## src/rtl/mem_block_buffer_pkg.sv

```systemverilog
// Shared types and sizing helpers for the memory block transfer buffer.
// The defaults here match the top-level parameter defaults.
package mem_block_buffer_pkg;

    localparam int DEF_BW_BLOCK     = 2;
    localparam int DEF_BW_WORD_ADDR = 24;
    localparam int DEF_N_WORDS      = 1 << DEF_BW_BLOCK;
    localparam int DEF_BW_CNT       = DEF_BW_BLOCK + 1;

    typedef enum logic [2:0] {
        ST_IDLE,
        ST_WFILL,
        ST_WCMD,
        ST_WDRAIN,
        ST_RCMD,
        ST_RFILL,
        ST_RDRAIN
    } state_t;

    function automatic int block_words(input int bw_block);
        return 1 << bw_block;
    endfunction

    // The index counter needs one extra bit so it can hold a full block length.
    function automatic int cnt_width(input int bw_block);
        return bw_block + 1;
    endfunction

endpackage

```

## src/rtl/mem_block_buffer_if.sv

```systemverilog
// Cache-side and external-side channels of the block buffer, grouped in one bundle.
// The buffer uses the slave view; the cache/memory environment uses the master view.
interface mem_block_buffer_if #(
    parameter int BW_WORD_ADDR = 24
);
    logic                    cache_req_i;
    logic                    cache_req_block_i;
    logic                    cache_rw_i;
    logic [BW_WORD_ADDR-1:0] cache_add_i;
    logic                    cache_write_i;
    logic [31:0]             cache_data_i;
    logic                    cache_read_i;
    logic                    cache_ready_req_o;
    logic                    cache_ready_write_o;
    logic                    cache_ready_read_o;
    logic [31:0]             cache_data_o;
    logic                    ext_cmd_valid_o;
    logic                    ext_cmd_ready_i;
    logic                    ext_cmd_rw_o;
    logic [BW_WORD_ADDR-1:0] ext_cmd_add_o;
    logic                    ext_cmd_block_o;
    logic                    ext_wdata_valid_o;
    logic                    ext_wdata_ready_i;
    logic [31:0]             ext_wdata_o;
    logic                    ext_rdata_valid_i;
    logic [31:0]             ext_rdata_i;
    logic                    error_o;

    modport slave (
        input  cache_req_i, cache_req_block_i, cache_rw_i, cache_add_i,
        input  cache_write_i, cache_data_i, cache_read_i,
        output cache_ready_req_o, cache_ready_write_o, cache_ready_read_o, cache_data_o,
        output ext_cmd_valid_o, ext_cmd_rw_o, ext_cmd_add_o, ext_cmd_block_o,
        input  ext_cmd_ready_i,
        output ext_wdata_valid_o, ext_wdata_o,
        input  ext_wdata_ready_i,
        input  ext_rdata_valid_i, ext_rdata_i,
        output error_o
    );

    modport master (
        output cache_req_i, cache_req_block_i, cache_rw_i, cache_add_i,
        output cache_write_i, cache_data_i, cache_read_i,
        input  cache_ready_req_o, cache_ready_write_o, cache_ready_read_o, cache_data_o,
        input  ext_cmd_valid_o, ext_cmd_rw_o, ext_cmd_add_o, ext_cmd_block_o,
        output ext_cmd_ready_i,
        input  ext_wdata_valid_o, ext_wdata_o,
        output ext_wdata_ready_i,
        output ext_rdata_valid_i, ext_rdata_i,
        input  error_o
    );
endinterface

```

## src/rtl/mem_block_buffer_word_store.sv

```systemverilog
// N x 32 word store for one block: single indexed write port, asynchronous indexed read.
// Contents are deliberately not reset; the transfer index decides what is valid.
module buffer_word_store #(
    parameter int BW_INDEX = 2
) (
    input  logic                clk,
    input  logic                i_wr_en,
    input  logic [BW_INDEX-1:0] i_wr_idx,
    input  logic [31:0]         i_wr_data,
    input  logic [BW_INDEX-1:0] i_rd_idx,
    output logic [31:0]         o_rd_data
);
    localparam int N_WORDS = 1 << BW_INDEX;

    logic [31:0] w_words [N_WORDS];

    genvar gi;
    generate
        for (gi = 0; gi < N_WORDS; gi++) begin : g_word
            logic [31:0] r_word;
            always_ff @(posedge clk) begin
                if (i_wr_en && (i_wr_idx == BW_INDEX'(gi))) begin
                    r_word <= i_wr_data;
                end
            end
            assign w_words[gi] = r_word;
        end
    endgenerate

    assign o_rd_data = w_words[i_rd_idx];

endmodule

```

## src/rtl/mem_block_buffer.sv

```systemverilog
// Block transfer buffer between a cache memory port and external command/data channels.
// Collects a whole write-back before issuing it, and a whole fill before handing it over.
module mem_block_buffer
    import mem_block_buffer_pkg::*;
#(
    parameter int BW_BLOCK     = DEF_BW_BLOCK,
    parameter int BW_WORD_ADDR = DEF_BW_WORD_ADDR
) (
    input  logic               clock_i,
    input  logic               reset_i,
    mem_block_buffer_if.slave  bus
);
    localparam int N_WORDS = block_words(BW_BLOCK);
    localparam int BW_CNT  = cnt_width(BW_BLOCK);
    localparam logic [BW_CNT-1:0] LEN_BLOCK = BW_CNT'(N_WORDS);
    localparam logic [BW_CNT-1:0] LEN_WORD  = BW_CNT'(1);

    state_t                  r_state;
    logic [BW_CNT-1:0]       r_idx;
    logic [BW_CNT-1:0]       r_len;
    logic                    r_rw;
    logic                    r_block;
    logic [BW_WORD_ADDR-1:0] r_add;
    logic                    r_error;
    logic [31:0]             r_rdata_hold;
    logic [31:0]             r_wdata_hold;

    logic                    w_last;
    logic                    w_wr_en;
    logic [31:0]             w_wr_data;
    logic [31:0]             w_rd_word;

    assign w_last    = (r_idx == (r_len - LEN_WORD));
    assign w_wr_en   = ((r_state == ST_WFILL) && bus.cache_write_i) ||
                       ((r_state == ST_RFILL) && bus.ext_rdata_valid_i);
    assign w_wr_data = (r_state == ST_WFILL) ? bus.cache_data_i : bus.ext_rdata_i;

    buffer_word_store #(
        .BW_INDEX (BW_BLOCK)
    ) u_store (
        .clk       (clock_i),
        .i_wr_en   (w_wr_en),
        .i_wr_idx  (r_idx[BW_BLOCK-1:0]),
        .i_wr_data (w_wr_data),
        .i_rd_idx  (r_idx[BW_BLOCK-1:0]),
        .o_rd_data (w_rd_word)
    );

    always_ff @(posedge clock_i) begin
        if (reset_i) begin
            r_state      <= ST_IDLE;
            r_idx        <= '0;
            r_len        <= '0;
            r_rw         <= 1'b0;
            r_block      <= 1'b0;
            r_add        <= '0;
            r_error      <= 1'b0;
            r_rdata_hold <= '0;
            r_wdata_hold <= '0;
        end else begin
            // Read beats are unthrottled, so one arriving outside a fill is a lost word.
            if (bus.ext_rdata_valid_i && (r_state != ST_RFILL)) begin
                r_error <= 1'b1;
            end
            case (r_state)
                ST_IDLE: begin
                    if (bus.cache_req_i) begin
                        r_rw    <= bus.cache_rw_i;
                        r_block <= bus.cache_req_block_i;
                        r_len   <= bus.cache_req_block_i ? LEN_BLOCK : LEN_WORD;
                        r_add   <= bus.cache_req_block_i
                                   ? {bus.cache_add_i[BW_WORD_ADDR-1:BW_BLOCK], {BW_BLOCK{1'b0}}}
                                   : bus.cache_add_i;
                        r_idx   <= '0;
                        r_state <= bus.cache_rw_i ? ST_WFILL : ST_RCMD;
                    end
                end
                ST_WFILL: begin
                    if (bus.cache_write_i) begin
                        r_idx   <= w_last ? '0 : r_idx + 1'b1;
                        r_state <= w_last ? ST_WCMD : ST_WFILL;
                    end
                end
                ST_WCMD: begin
                    if (bus.ext_cmd_ready_i) begin
                        r_idx   <= '0;
                        r_state <= ST_WDRAIN;
                    end
                end
                ST_WDRAIN: begin
                    r_wdata_hold <= w_rd_word;
                    if (bus.ext_wdata_ready_i) begin
                        r_idx   <= w_last ? '0 : r_idx + 1'b1;
                        r_state <= w_last ? ST_IDLE : ST_WDRAIN;
                    end
                end
                ST_RCMD: begin
                    if (bus.ext_cmd_ready_i) begin
                        r_idx   <= '0;
                        r_state <= ST_RFILL;
                    end
                end
                ST_RFILL: begin
                    if (bus.ext_rdata_valid_i) begin
                        r_idx   <= w_last ? '0 : r_idx + 1'b1;
                        r_state <= w_last ? ST_RDRAIN : ST_RFILL;
                    end
                end
                ST_RDRAIN: begin
                    // Track the presented word so the output holds it once the drain ends.
                    r_rdata_hold <= w_rd_word;
                    if (bus.cache_read_i) begin
                        r_idx   <= w_last ? '0 : r_idx + 1'b1;
                        r_state <= w_last ? ST_IDLE : ST_RDRAIN;
                    end
                end
                default: begin
                    r_idx   <= '0;
                    r_state <= ST_IDLE;
                end
            endcase
        end
    end

    assign bus.cache_ready_req_o   = (r_state == ST_IDLE) && !reset_i;
    assign bus.cache_ready_write_o = (r_state == ST_WFILL);
    assign bus.cache_ready_read_o  = (r_state == ST_RDRAIN);
    assign bus.cache_data_o        = (r_state == ST_RDRAIN) ? w_rd_word : r_rdata_hold;
    assign bus.ext_cmd_valid_o     = (r_state == ST_WCMD) || (r_state == ST_RCMD);
    assign bus.ext_cmd_rw_o        = r_rw;
    assign bus.ext_cmd_add_o       = r_add;
    assign bus.ext_cmd_block_o     = r_block;
    assign bus.ext_wdata_valid_o   = (r_state == ST_WDRAIN);
    assign bus.ext_wdata_o         = (r_state == ST_WDRAIN) ? w_rd_word : r_wdata_hold;
    assign bus.error_o             = r_error;

endmodule

```

## src/flat_wrapper.sv

```systemverilog
// flat-port wrapper written by rule: the top's interface ports become plain ports
module mem_block_buffer_flat import mem_block_buffer_pkg::*;
#(
    parameter int BW_BLOCK     = DEF_BW_BLOCK,
    parameter int BW_WORD_ADDR = DEF_BW_WORD_ADDR
)
  (clock_i, reset_i, bus_cache_req_i, bus_cache_req_block_i, bus_cache_rw_i, bus_cache_add_i, bus_cache_write_i, bus_cache_data_i, bus_cache_read_i, bus_cache_ready_req_o, bus_cache_ready_write_o, bus_cache_ready_read_o, bus_cache_data_o, bus_ext_cmd_valid_o, bus_ext_cmd_rw_o, bus_ext_cmd_add_o, bus_ext_cmd_block_o, bus_ext_cmd_ready_i, bus_ext_wdata_valid_o, bus_ext_wdata_o, bus_ext_wdata_ready_i, bus_ext_rdata_valid_i, bus_ext_rdata_i, bus_error_o);
  mem_block_buffer_if #(.BW_WORD_ADDR(BW_WORD_ADDR)) bus_i ();
  input  logic clock_i;
  input  logic reset_i;
  input wire logic [$bits(bus_i.cache_req_i)-1:0] bus_cache_req_i;
  input wire logic [$bits(bus_i.cache_req_block_i)-1:0] bus_cache_req_block_i;
  input wire logic [$bits(bus_i.cache_rw_i)-1:0] bus_cache_rw_i;
  input wire logic [$bits(bus_i.cache_add_i)-1:0] bus_cache_add_i;
  input wire logic [$bits(bus_i.cache_write_i)-1:0] bus_cache_write_i;
  input wire logic [$bits(bus_i.cache_data_i)-1:0] bus_cache_data_i;
  input wire logic [$bits(bus_i.cache_read_i)-1:0] bus_cache_read_i;
  output wire logic [$bits(bus_i.cache_ready_req_o)-1:0] bus_cache_ready_req_o;
  output wire logic [$bits(bus_i.cache_ready_write_o)-1:0] bus_cache_ready_write_o;
  output wire logic [$bits(bus_i.cache_ready_read_o)-1:0] bus_cache_ready_read_o;
  output wire logic [$bits(bus_i.cache_data_o)-1:0] bus_cache_data_o;
  output wire logic [$bits(bus_i.ext_cmd_valid_o)-1:0] bus_ext_cmd_valid_o;
  output wire logic [$bits(bus_i.ext_cmd_rw_o)-1:0] bus_ext_cmd_rw_o;
  output wire logic [$bits(bus_i.ext_cmd_add_o)-1:0] bus_ext_cmd_add_o;
  output wire logic [$bits(bus_i.ext_cmd_block_o)-1:0] bus_ext_cmd_block_o;
  input wire logic [$bits(bus_i.ext_cmd_ready_i)-1:0] bus_ext_cmd_ready_i;
  output wire logic [$bits(bus_i.ext_wdata_valid_o)-1:0] bus_ext_wdata_valid_o;
  output wire logic [$bits(bus_i.ext_wdata_o)-1:0] bus_ext_wdata_o;
  input wire logic [$bits(bus_i.ext_wdata_ready_i)-1:0] bus_ext_wdata_ready_i;
  input wire logic [$bits(bus_i.ext_rdata_valid_i)-1:0] bus_ext_rdata_valid_i;
  input wire logic [$bits(bus_i.ext_rdata_i)-1:0] bus_ext_rdata_i;
  output wire logic [$bits(bus_i.error_o)-1:0] bus_error_o;
  assign bus_i.cache_req_i = bus_cache_req_i;
  assign bus_i.cache_req_block_i = bus_cache_req_block_i;
  assign bus_i.cache_rw_i = bus_cache_rw_i;
  assign bus_i.cache_add_i = bus_cache_add_i;
  assign bus_i.cache_write_i = bus_cache_write_i;
  assign bus_i.cache_data_i = bus_cache_data_i;
  assign bus_i.cache_read_i = bus_cache_read_i;
  assign bus_cache_ready_req_o = bus_i.cache_ready_req_o;
  assign bus_cache_ready_write_o = bus_i.cache_ready_write_o;
  assign bus_cache_ready_read_o = bus_i.cache_ready_read_o;
  assign bus_cache_data_o = bus_i.cache_data_o;
  assign bus_ext_cmd_valid_o = bus_i.ext_cmd_valid_o;
  assign bus_ext_cmd_rw_o = bus_i.ext_cmd_rw_o;
  assign bus_ext_cmd_add_o = bus_i.ext_cmd_add_o;
  assign bus_ext_cmd_block_o = bus_i.ext_cmd_block_o;
  assign bus_i.ext_cmd_ready_i = bus_ext_cmd_ready_i;
  assign bus_ext_wdata_valid_o = bus_i.ext_wdata_valid_o;
  assign bus_ext_wdata_o = bus_i.ext_wdata_o;
  assign bus_i.ext_wdata_ready_i = bus_ext_wdata_ready_i;
  assign bus_i.ext_rdata_valid_i = bus_ext_rdata_valid_i;
  assign bus_i.ext_rdata_i = bus_ext_rdata_i;
  assign bus_error_o = bus_i.error_o;
  mem_block_buffer #(.BW_BLOCK(BW_BLOCK), .BW_WORD_ADDR(BW_WORD_ADDR)) u_core (.clock_i(clock_i), .reset_i(reset_i), .bus(bus_i));
endmodule
```

## config.mk

```make
export PLATFORM = sky130hd
export DESIGN_NAME = mem_block_buffer_flat
export DESIGN_NICKNAME = d
export VERILOG_FILES = /design/src/rtl/mem_block_buffer_pkg.sv /design/src/rtl/mem_block_buffer_if.sv /design/src/rtl/mem_block_buffer_word_store.sv /design/src/rtl/mem_block_buffer.sv /design/src/flat_wrapper.sv
export SDC_FILE = /design/constraint.sdc
export NUM_CORES = 1
export LEC_CHECK = 0
export CAP_MARGIN = 10
export CELL_PAD_IN_SITES_DETAIL_PLACEMENT = 0
export CELL_PAD_IN_SITES_GLOBAL_PLACEMENT = 1
export CORE_UTILIZATION = 44
export DETAILED_ROUTE_END_ITERATION = 8
export PLACE_DENSITY = 0.95
export SLEW_MARGIN = 10
export SYNTH_ARGS = -nofsm -noshare
export SYNTH_HDL_FRONTEND = slang
export SYNTH_SLANG_ARGS = --single-unit
```

## constraint.sdc

```tcl
create_clock -name clock_i -period 4.6 [get_ports clock_i]
set_input_delay 0.46 -clock clock_i [delete_from_list [all_inputs] [get_ports clock_i]]
set_output_delay 0.46 -clock clock_i [all_outputs]
set_load 0.005 [all_outputs]
```

==> results of run 1 <==
cells in the mapped netlist (all sizes together):
cell type,n,share of area (%)
nand2,151,6.3
edfxtp,128,42
dfxtp,98,22
nor2b,66,4.6
mux2,65,8.1
a21oi,33,1.8
mux4,32,8.0
buf,25,1.7
clkbuf,18,0.75
nor2,10,0.41
mux2i,7,0.82
nand3b,7,0.58
and2,5,0.35
ha,4,0.55
inv,4,0.17
o21ai,3,0.17
a31oi,2,0.14
nand2b,2,0.14
nand4,2,0.14
nor3,2,0.11
nor4,2,0.14
xnor2,2,0.19
a21boi,1,0.083
a221oi,1,0.097
a22oi,1,0.083
nand4b,1,0.097
nand4bb,1,0.12
o211ai,1,0.083
o31ai,1,0.083
or2,1,0.069
or3b,1,0.097
state kept, by name, summed over array words and instances (netlist names):
name                          flops
u_core.bus.error_o                1
u_core.bus.ext_cmd_add_o         24
u_core.bus.ext_cmd_rw_o           1
u_core.r_idx                      3
u_core.r_len                      2
u_core.r_rdata_hold              32
u_core.r_state                    3
u_core.r_wdata_hold              32
u_core.u_store.g_word.r_word    128
metrics by stage:
step / hold WS [ns] / cell area [sq um] / instances
2_1_floorplan: 0.4483 / 9047 / 677
3_3_place_gp: 0.4398 / 11140 / 1100
4_1_cts: 0.4550 / 12040 / 1144
3_5_place_dp: 0.4474 / 11140 / 1100
6_report: 0.4511 / 12040 / 1144
5_1_grt: 0.4725 / 12040 / 1144
area by class of cell:
type	instances	area, sq um	area share (%)
Timing Repair Buffer	196	1952	16.21
Sequential cell	226	5808	48.24
Tap cell	270	337.8	2.806
Multi-Input combinational cell	404	3024	25.12
Clock inverter	17	239.0	1.985
Clock buffer	27	664.4	5.518
Inverter	4	15.01	0.1247
worst max path at each step:
stage	from	end	slack, ns
finish	u_core.r_state[2]$_SDFFE_PP0P_	bus_cache_data_o[31]	0.56
detailed placement	u_core.r_state[2]$_SDFFE_PP0P_	bus_cache_data_o[31]	1.13
CTS	u_core.r_state[2]$_SDFFE_PP0P_	bus_cache_data_o[31]	0.56
global placement	u_core.r_state[2]$_SDFFE_PP0P_	bus_cache_data_o[31]	1.15
floorplan	u_core.r_state[2]$_SDFFE_PP0P_	u_core.u_store.g_word[0].r_word[0]$_DFFE_PP_	2.53
global route	u_core.r_state[2]$_SDFFE_PP0P_	bus_cache_data_o[31]	0.39
cells in the final DEF (no fill, tap or decap), drive strengths merged, types with 7 or more instances in the layout:
cell           instances
clkdlybuf4s50        192
nand2                151
edfxtp               128
dfxtp                 98
nor2b                 66
mux2                  65
a21oi                 33
mux4                  32
clkbuf                27
nor2                  10
clkinv                10
nand3b                 7
mux2i                  7
per-layer routing:
metal	routed length, um	up-vias	share of wire, %
li1	-	2742	-
met1	8940	2802	45
met2	9517	166	48
met3	909	31	4.6
met4	361	0	1.8
met5	0	-	0
cell families (layout without fill, tap and decap cells):
group,after synthesis,count (layout),synth area share (%)
and+or+nand+nor,251,251,13.08
DFF,226,226,64.17
muxes,104,104,16.87
buffers and inverters,47,244,2.572
AOI/OAI and AO/OA,43,43,2.559
adders and majority gates,4,4,0.5532
xor gates and xnor gates,2,2,0.1936
worst max-delay path, delay by kind of cell (launching register included):
kind | cells | cell delay [ns]
AND/OR/NAND/NOR | 2 | 0.77
multiplexers | 1 | 0.42
flip-flops | 1 | 0.74
buffers and inverters | 2 | 1.12
power by group through the flow:
stage | logic [mW] | registers (mW) | clock network [mW]
after CTS | 0.941 | 2.45 | 2.20
after global routing | 1.02 | 2.47 | 2.28
after floorplan | 0.647 | 2.42 | 0
after detailed placement | 0.935 | 2.49 | 0
final | 0.931 | 2.45 | 2.17
after global placement | 0.921 | 2.49 | 0
==> flow_metrics.py, run 1 <==
metrics = {
    "sta": {
        "setup_violations": 0,
        "setup_ws_ns": 0.5608,
        "finalCriticalPeriod_ns": 4.039,
        "slew-limit-headroom_pct": 26.22,
        "post-route-period-util_pct": 87.81,
        "final_hold_viol_count": 0,
        "max_freq_mhz": 247.6,
        "maxSlewViolCount": 0,
        "tns_ns": 0,
        "fin_worst_skew_ns": 0.01466,
        "rsz0062_at_grt": "no",
        "tightest_slew_ns": 1.107,
    },
    "floorplan": {
        "ios": 194,
        "initial_core_util_pct": 44.86,
        "die_area_sq_um": 21140,
        "die_w_um": 145.4,
        "rows": 52,
        "core_area_sq_um": 20170,
        "chipHeight_um": 145.4,
    },
    "place": {
        "dp_slack_ns": 1.130,
        "gp_congestion": 0.7580,
        "dp_hpwl_um": 11970,
        "port_buffers": 193,
    },
    "grt": {
        "grt_max_degree": 100,
        "grt_pass1_wl_um": 31690,
        "grtUsageMet1_pct": 26.20,
        "grt-busiest-layer": "met2",
        "grt_overflow_total": 0,
        "antenna_found_initial": 0,
        "first_global_vias": 5798,
        "gr-usage-met2_pct": 31.15,
        "grt_usage_pct": 18.88,
        "grtUsageMet3_pct": 2.633,
    },
    "critical_path": {
        "cp_slowest_stage_delay_ns": 0.74,
        "worst-path-max-fanout": 34,
        "arrival_ns": 3.58,
        "worstSetupPathType": "register to output port",
        "slowest_stage": "dfxtp_1",
        "end_kind": "output port",
        "reg2reg_from": "u_core.r_state[2]$_SDFFE_PP0P_",
        "crit_chain": "nand2_1 -> or2_2 -> inv_2 -> mux2_2 -> clkdlybuf4s50_1",
        "cp-start-kind": "register",
        "reg2reg_depth": 5,
        "rrSetupSlack_ns": 1.69,
        "required_ns": 4.14,
        "r2r-end": "u_core.r_rdata_hold[31]$_SDFF_PP0_",
    },
    "cells_and_area": {
        "drive_gt1_share_pct": 17.51,
        "antenna_cells": 0,
        "fillers": 1606,
        "postLayoutCoreUtil_pct": 59.70,
        "layout.nets": 958,
        "syn2layout_area_growth_pct": 33.08,
    },
    "clock_network": {
        "post-cts-setup-buffers": 0,
        "cts.path.max_buffers": 3,
        "cts_made_buffers": 24,
        "path_clk_slew_ns": 0.06,
        "cts.sinks": 226,
        "ctsResizeCount": 0,
        "cts_max_level": 1,
        "cts_tree": "yes",
        "clkLatencyLatePin_ns": 0.51,
        "hold_buffers": 0,
        "cts_root_buf": "clkbuf_16",
    },
    "power_and_ir_drop": {
        "power.share.clock_pct": 39.1,
        "p_int_mw": 4.192,
        "p_leak_nw": 4.279,
        "switching_share_pct": 24.44,
        "p_sw_mw": 1.356,
        "p_per_area_nw_per_um2": 460.7,
        "power_mw": 5.548,
        "combPwrFrac_pct": 16.8,
        "vdd_drop_max_uv": 282.1,
        "p_seq_share_pct": 44.1,
    },
    "synthesis": {
        "syn-num-nets": 779,
        "ys_types": 34,
        "syn_inst": 677,
        "yosysWarnings": 0,
        "synth_area_sq_um": 9047,
        "syn_avg_cell_area_sq_um": 13.36,
        "synth-seq-area-share_pct": 64.17,
        "synth-seq-cells": 226,
    },
    "drt": {
        "initialDrtViolationCount": 353,
        "num_vias": 5741,
        "wl_um": 19730,
        "ant_nets": 0,
        "drt-pass1-iter-count": 5,
        "drc_errors": 0,
        "viasPerCell": 5.018,
        "wl_per_cell_um": 17.24,
    },
    "min_path": {
        "hold_class": "register to register",
        "min_path_cells": 2,
        "min_to": "u_core.bus.ext_cmd_add_o[8]$_SDFFE_PP0P_",
        "hold_start": "u_core.bus.ext_cmd_add_o[8]$_SDFFE_PP0P_",
    },
    "flow_run": {
        "drv_cap": 0,
    },
    "status": {
        "outcome": "complete, no violations",
    },
}
Note: power is estimated with default switching activity, not from simulation.
==> run 2, diff against run 1 <==
- SYNTH_HIERARCHICAL: unset -> 1
- TNS_END_PERCENT: unset -> 1
==> flow_metrics.py, run 2 <==
metrics = {
    "power_and_ir_drop": {
        "p_int_mw": 3.601,
        "p_per_area_nw_per_um2": 387.6,
        "power.share.clock_pct": 40.8,
        "p_seq_share_pct": 48.7,
        "p_sw_mw": 1.040,
        "vdd_drop_max_uv": 234.9,
        "combPwrFrac_pct": 10.5,
        "power_mw": 4.641,
        "switching_share_pct": 22.42,
        "p_leak_nw": 4.319,
    },
    "critical_path": {
        "cp_slowest_stage_delay_ns": 0.72,
        "cp-start-kind": "register",
        "cp_top_family": "buffers and inverters",
        "arrival_ns": 3.14,
        "slowest_stage": "dfxtp_1",
        "worstSetupPathType": "register to output port",
        "crit_chain": "nand3b_2 -> inv_1 -> buf_4 -> nand2_1 -> nand2_1 -> clkdlybuf4s50_1",
        "cp_num_buf_inv": 3,
        "required_ns": 4.14,
        "end_kind": "output port",
        "cp_common_cell": "nand2_1",
        "rrSetupSlack_ns": 2.02,
        "worst-path-max-fanout": 22,
    },
    "clock_network": {
        "cts.path.max_buffers": 3,
        "ctsResizeCount": 0,
        "hold_buffers": 0,
        "cts_made_buffers": 23,
        "post-cts-setup-buffers": 0,
        "cts.sinks": 226,
        "cts_max_level": 1,
        "cts_tree": "yes",
        "path_clk_slew_ns": 0.06,
        "cts_root_buf": "clkbuf_16",
        "clkLatencyLatePin_ns": 0.52,
    },
    "drt": {
        "initialDrtViolationCount": 382,
        "viasPerCell": 4.989,
        "drt-pass1-iter-count": 8,
        "drc_errors": 0,
        "wl_um": 20200,
        "ant_nets": 0,
        "num_vias": 6017,
        "wl_per_cell_um": 16.75,
    },
    "synthesis": {
        "synth_flop_cell": "edfxtp_1",
        "syn-num-nets": 835,
        "synth-seq-cells": 226,
        "synth_area_sq_um": 9105,
        "synth-seq-area-share_pct": 63.76,
        "syn_avg_cell_area_sq_um": 12.37,
        "syn_inst": 736,
        "yosys.area.top_type": "edfxtp_1",
        "synth_area_leaders": "edfxtp_1, dfxtp_1, nand2_1, mux4_2, nor2b_1",
        "yosys-top-cells-count": "nand2_1, edfxtp_1, dfxtp_1, nor2b_1, a21oi_1",
        "synth_top_area_share_pct": 42.22,
        "async_reset_ff_share_pct": 0,
        "ys_types": 46,
        "yosysWarnings": 6,
        "yosysMostFrequentCell": "nand2_1",
        "synth-edff-count": 128,
    },
    "place": {
        "dp_slack_ns": 1.573,
        "port_buffers": 193,
        "dp_hpwl_um": 12380,
        "dpl-instance-area_sq_um": 11180,
        "gp_congestion": 0.7606,
    },
    "grt": {
        "grt_overflow_total": 0,
        "antenna_found_initial": 0,
        "grt_usage_pct": 19.07,
        "first_global_vias": 5867,
        "grt_pass1_wl_um": 31840,
        "grt_max_degree": 99,
    },
    "sta": {
        "tns_ns": 0,
        "setup_ws_ns": 1.002,
        "final_hold_viol_count": 0,
        "tightest_slew_ns": 1.112,
        "rsz0062_at_grt": "no",
        "max_freq_mhz": 277.9,
        "slew-limit-headroom_pct": 25.88,
        "post-route-period-util_pct": 78.22,
        "maxSlewViolCount": 0,
        "fin_worst_skew_ns": 0.007306,
        "setup_violations": 0,
        "finalCriticalPeriod_ns": 3.598,
        "hold_slack_ns": 0.4527,
    },
    "flow_run": {
        "drv_cap": 0,
    },
    "floorplan": {
        "die_area_sq_um": 21270,
        "core_area_sq_um": 20230,
        "rows": 52,
        "die_w_um": 145.9,
        "initial_core_util_pct": 45.00,
        "ios": 194,
        "chipHeight_um": 145.9,
    },
    "cells_and_area": {
        "largest_reg_flops": 128,
        "layout_common_cells": "nand2_1, clkdlybuf4s50_1, edfxtp_1",
        "finalInstanceArea_sq_um": 11970,
        "drive_gt1_share_pct": 13.57,
        "largestRegisters": "u_core/u_store/g_word.r_word (128), u_core/r_rdata_hold (32), u_core/r_wdata_hold (32)",
        "antenna_cells": 0,
        "syn2layout_area_growth_pct": 31.51,
        "final_common_cell": "nand2_1",
        "layout.nets": 1018,
        "regMostFlops": "u_core/u_store/g_word.r_word",
    },
    "status": {
        "outcome": "complete, no violations",
    },
    "min_path": {
        "hold_class": "register to register",
    },
}
run 2: area by class of cell:
| cell class | count | area (sq um) |
|---|---|---|
| clock buffers | 33 | 695.7 |
| clock inverters | 9 | 96.34 |
| fillers | 1659 | 8260 |
| inverters | 3 | 11.26 |
| multi-input cells | 463 | 3015 |
| flip-flops and latches | 226 | 5808 |
| well taps | 270 | 337.8 |
| repair buffers | 202 | 2009 |
run 2: logic make-up (layout without fill, tap and decap cells):
kind of cell / after synthesis / count (layout) / share of synthesized area, %
and+or+nand+nor: 351 / 351 / 17.44
DFF: 226 / 226 / 63.76
muxes: 67 / 67 / 12.42
buffers and inverters: 47 / 247 / 3.229
AOI/OAI and AO/OA: 41 / 41 / 2.721
xor gates and xnor gates: 3 / 3 / 0.2886
adders and majority gates: 1 / 1 / 0.1374
run 2: path summary, 6_finish.rpt:
kind	from	endpoint	cells after the start
worst max-delay path	u_core/r_state[0]$_SDFFE_PP0P_	bus_ext_wdata_o[13]	6
worst min-delay path	u_core/bus.ext_cmd_add_o[0]$_SDFFE_PP0P_	u_core/bus.ext_cmd_add_o[0]$_SDFFE_PP0P_	2
worst max register to register	u_core/r_state[0]$_SDFFE_PP0P_	u_core/u_store/g_word[2].r_word[0]$_DFFE_PP_	3
worst min register to register	u_core/bus.ext_cmd_add_o[0]$_SDFFE_PP0P_	u_core/bus.ext_cmd_add_o[0]$_SDFFE_PP0P_	2
run 2: layer usage:
layer	wire (um)	track usage (%)	share of wire, %
met5	0	0	0
met4	345	4.211	1.7
met3	1511	4.796	7.5
met2	9510	31.65	47
met1	8834	25.23	44
run 2: worst reg2reg max path, cell delays in order (launching register included):
cell and delay (ns):
dfxtp_1 0.72, nor2b_1 0.28, nor2b_1 0.31, and3b_2 0.87
run 2: stage by stage:
stage | utilization, % | cells
final | 59.18 | 1206
after floorplan | - | 736
after global routing | 59.18 | 1206
after CTS | 59.18 | 1206
after detailed placement | 55.26 | 1164
after global placement | 55.26 | 1164
run 2: power by group through the flow:
stage	logic, mW	registers, mW	clock network (mW)
floorplan	0.307	2.28	0
finish	0.486	2.26	1.89
detailed placement	0.486	2.31	0
global placement	0.480	2.30	0
global route	0.525	2.27	2.01
CTS	0.489	2.26	1.92
==> run 3, diff against run 2 <==
- CORE_UTILIZATION: 44 -> 40
- PLACE_DENSITY: 0.95 -> 0.89
- clock period: 4.6 -> 3.6 ns (I/O delays scaled with it)
==> flow_metrics.py, run 3 (synthesis results as in run 2) <==
metrics = {
    "status": {
        "outcome": "complete, no violations",
    },
    "drt": {
        "wl_per_cell_um": 17.65,
        "drc_errors": 0,
        "drt-pass1-iter-count": 6,
        "num_vias": 6028,
        "initialDrtViolationCount": 380,
        "viasPerCell": 4.929,
        "ant_nets": 0,
        "wl_um": 21590,
    },
    "floorplan": {
        "chipHeight_um": 152.9,
        "die_area_sq_um": 23370,
        "rows": 54,
        "initial_core_util_pct": 41.21,
        "ios": 194,
        "core_area_sq_um": 22090,
        "die_w_um": 152.9,
    },
    "cells_and_area": {
        "largestRegisters": "u_core/u_store/g_word.r_word (128), u_core/r_rdata_hold (32), u_core/r_wdata_hold (32)",
        "fillers": 1839,
        "syn2layout_area_growth_pct": 32.95,
        "final_common_cell": "nand2_1",
        "drive_gt1_share_pct": 13.47,
        "layout_common_cells": "nand2_1, clkdlybuf4s50_1, edfxtp_1",
        "largest_reg_flops": 128,
        "finalInstanceArea_sq_um": 12110,
        "layout.nets": 1024,
        "regMostFlops": "u_core/u_store/g_word.r_word",
        "antenna_cells": 0,
    },
    "critical_path": {
        "arrival_ns": 2.92,
        "required_ns": 3.24,
        "end_kind": "output port",
        "worst-path-max-fanout": 20,
        "cp-start-kind": "register",
        "rrSetupSlack_ns": 1.28,
        "worstSetupPathType": "register to output port",
    },
    "grt": {
        "grtUsageMet1_pct": 26.92,
        "grt-busiest-layer": "met2",
        "antenna_found_initial": 0,
        "grt_overflow_total": 0,
        "grt_max_degree": 75,
        "grtUsageMet3_pct": 2.722,
        "grt_usage_pct": 18.65,
        "gr-usage-met2_pct": 29.60,
        "grt_pass1_wl_um": 33640,
        "first_global_vias": 5976,
    },
    "clock_network": {
        "cts_root_buf": "clkbuf_16",
        "post-cts-setup-buffers": 0,
        "clkLatencyLatePin_ns": 0.52,
        "cts.path.max_buffers": 3,
        "ctsResizeCount": 0,
        "cts.sinks": 226,
        "cts_made_buffers": 24,
        "path_clk_slew_ns": 0.06,
        "cts_tree": "yes",
        "cts_max_level": 1,
        "hold_buffers": 0,
    },
    "sta": {
        "tightest_slew_ns": 1.055,
        "final_hold_viol_count": 0,
        "tns_ns": 0,
        "slew-limit-headroom_pct": 29.66,
        "finalCriticalPeriod_ns": 3.285,
        "maxSlewViolCount": 0,
        "fin_worst_skew_ns": 0.01470,
        "rsz0062_at_grt": "no",
        "setup_violations": 0,
        "max_freq_mhz": 304.4,
        "post-route-period-util_pct": 91.25,
        "hold_slack_ns": 0.3073,
    },
    "place": {
        "port_buffers": 193,
        "gp_congestion": 0.7660,
        "dp_hpwl_um": 14470,
        "dpl-instance-area_sq_um": 11310,
    },
    "power_and_ir_drop": {
        "p_per_area_nw_per_um2": 497.4,
        "p_leak_nw": 4.376,
        "vdd_drop_max_uv": 230.3,
        "power_mw": 6.021,
    },
    "min_path": {
        "hold_class": "primary input to register",
    },
    "flow_run": {
        "drv_cap": 0,
    },
}
-- run 3: cell count changes in the layout (fill, tap and decap cells not counted), sizes merged --
cell	previous run	this run
buf	10	15
clkinv	4	12
bufinv	1	3
clkinvlp	3	0
inv	4	3
clkbuf	33	29
-- run 3: layer usage --
layer  routed length, um  part of all wire, %
met2               10080                   47
met3                1027                  4.8
met5                   0                    0
met4                 333                  1.5
met1               10150                   47
-- run 3: metrics by stage --
step / utilization, % / setup slack [ns] / instances
3_3_place_gp: 51.17 / 0.8697 / 1179
4_1_cts: 54.79 / 0.2573 / 1223
2_1_floorplan: - / 0.9286 / 736
3_5_place_dp: 51.17 / 0.8243 / 1179
6_report: 54.79 / 0.3151 / 1223
5_1_grt: 54.79 / 0.07804 / 1223
-- run 3: cell type report --
cell class / instances / area, sq um / area share [%]
clock buffer: 29 / 639.4 / 5.282
clock inverter: 15 / 160.2 / 1.323
inverter: 3 / 11.26 / 0.09302
multi-input combinational: 463 / 3017 / 24.92
sequential: 226 / 5808 / 47.98
tap: 280 / 350.3 / 2.894
timing repair buffer: 207 / 2120 / 17.51
-- run 3: path summary, 6_finish.rpt --
check,start,to,cells after the start
setup reg to reg,u_core/r_idx[1]$_SDFFE_PP0P_,u_core/u_store/g_word[3].r_word[26]$_DFFE_PP_,2
hold / removal,reset_i,u_core/r_len[0]$_SDFFE_PP0P_,2
setup / recovery,u_core/r_state[2]$_SDFFE_PP0P_,bus_cache_data_o[29],7
hold reg to reg,u_core/bus.ext_cmd_add_o[16]$_SDFFE_PP0P_,u_core/bus.ext_cmd_add_o[16]$_SDFFE_PP0P_,2
-- run 3: critical path, cell delays in order (launching register included) --
cell	delay, ns
dfxtp_1	0.58
nand2_1	0.17
or2_2	0.35
inv_1	0.42
buf_12	0.23
nand2_1	0.06
nand2_1	0.07
clkdlybuf4s50_1	0.54
-- run 3: power breakdown --
part / switching [mW] / internal [mW]
Clock: 0.986 / 1.48
Combinational: 0.324 / 0.347
Sequential: 0.0435 / 2.84
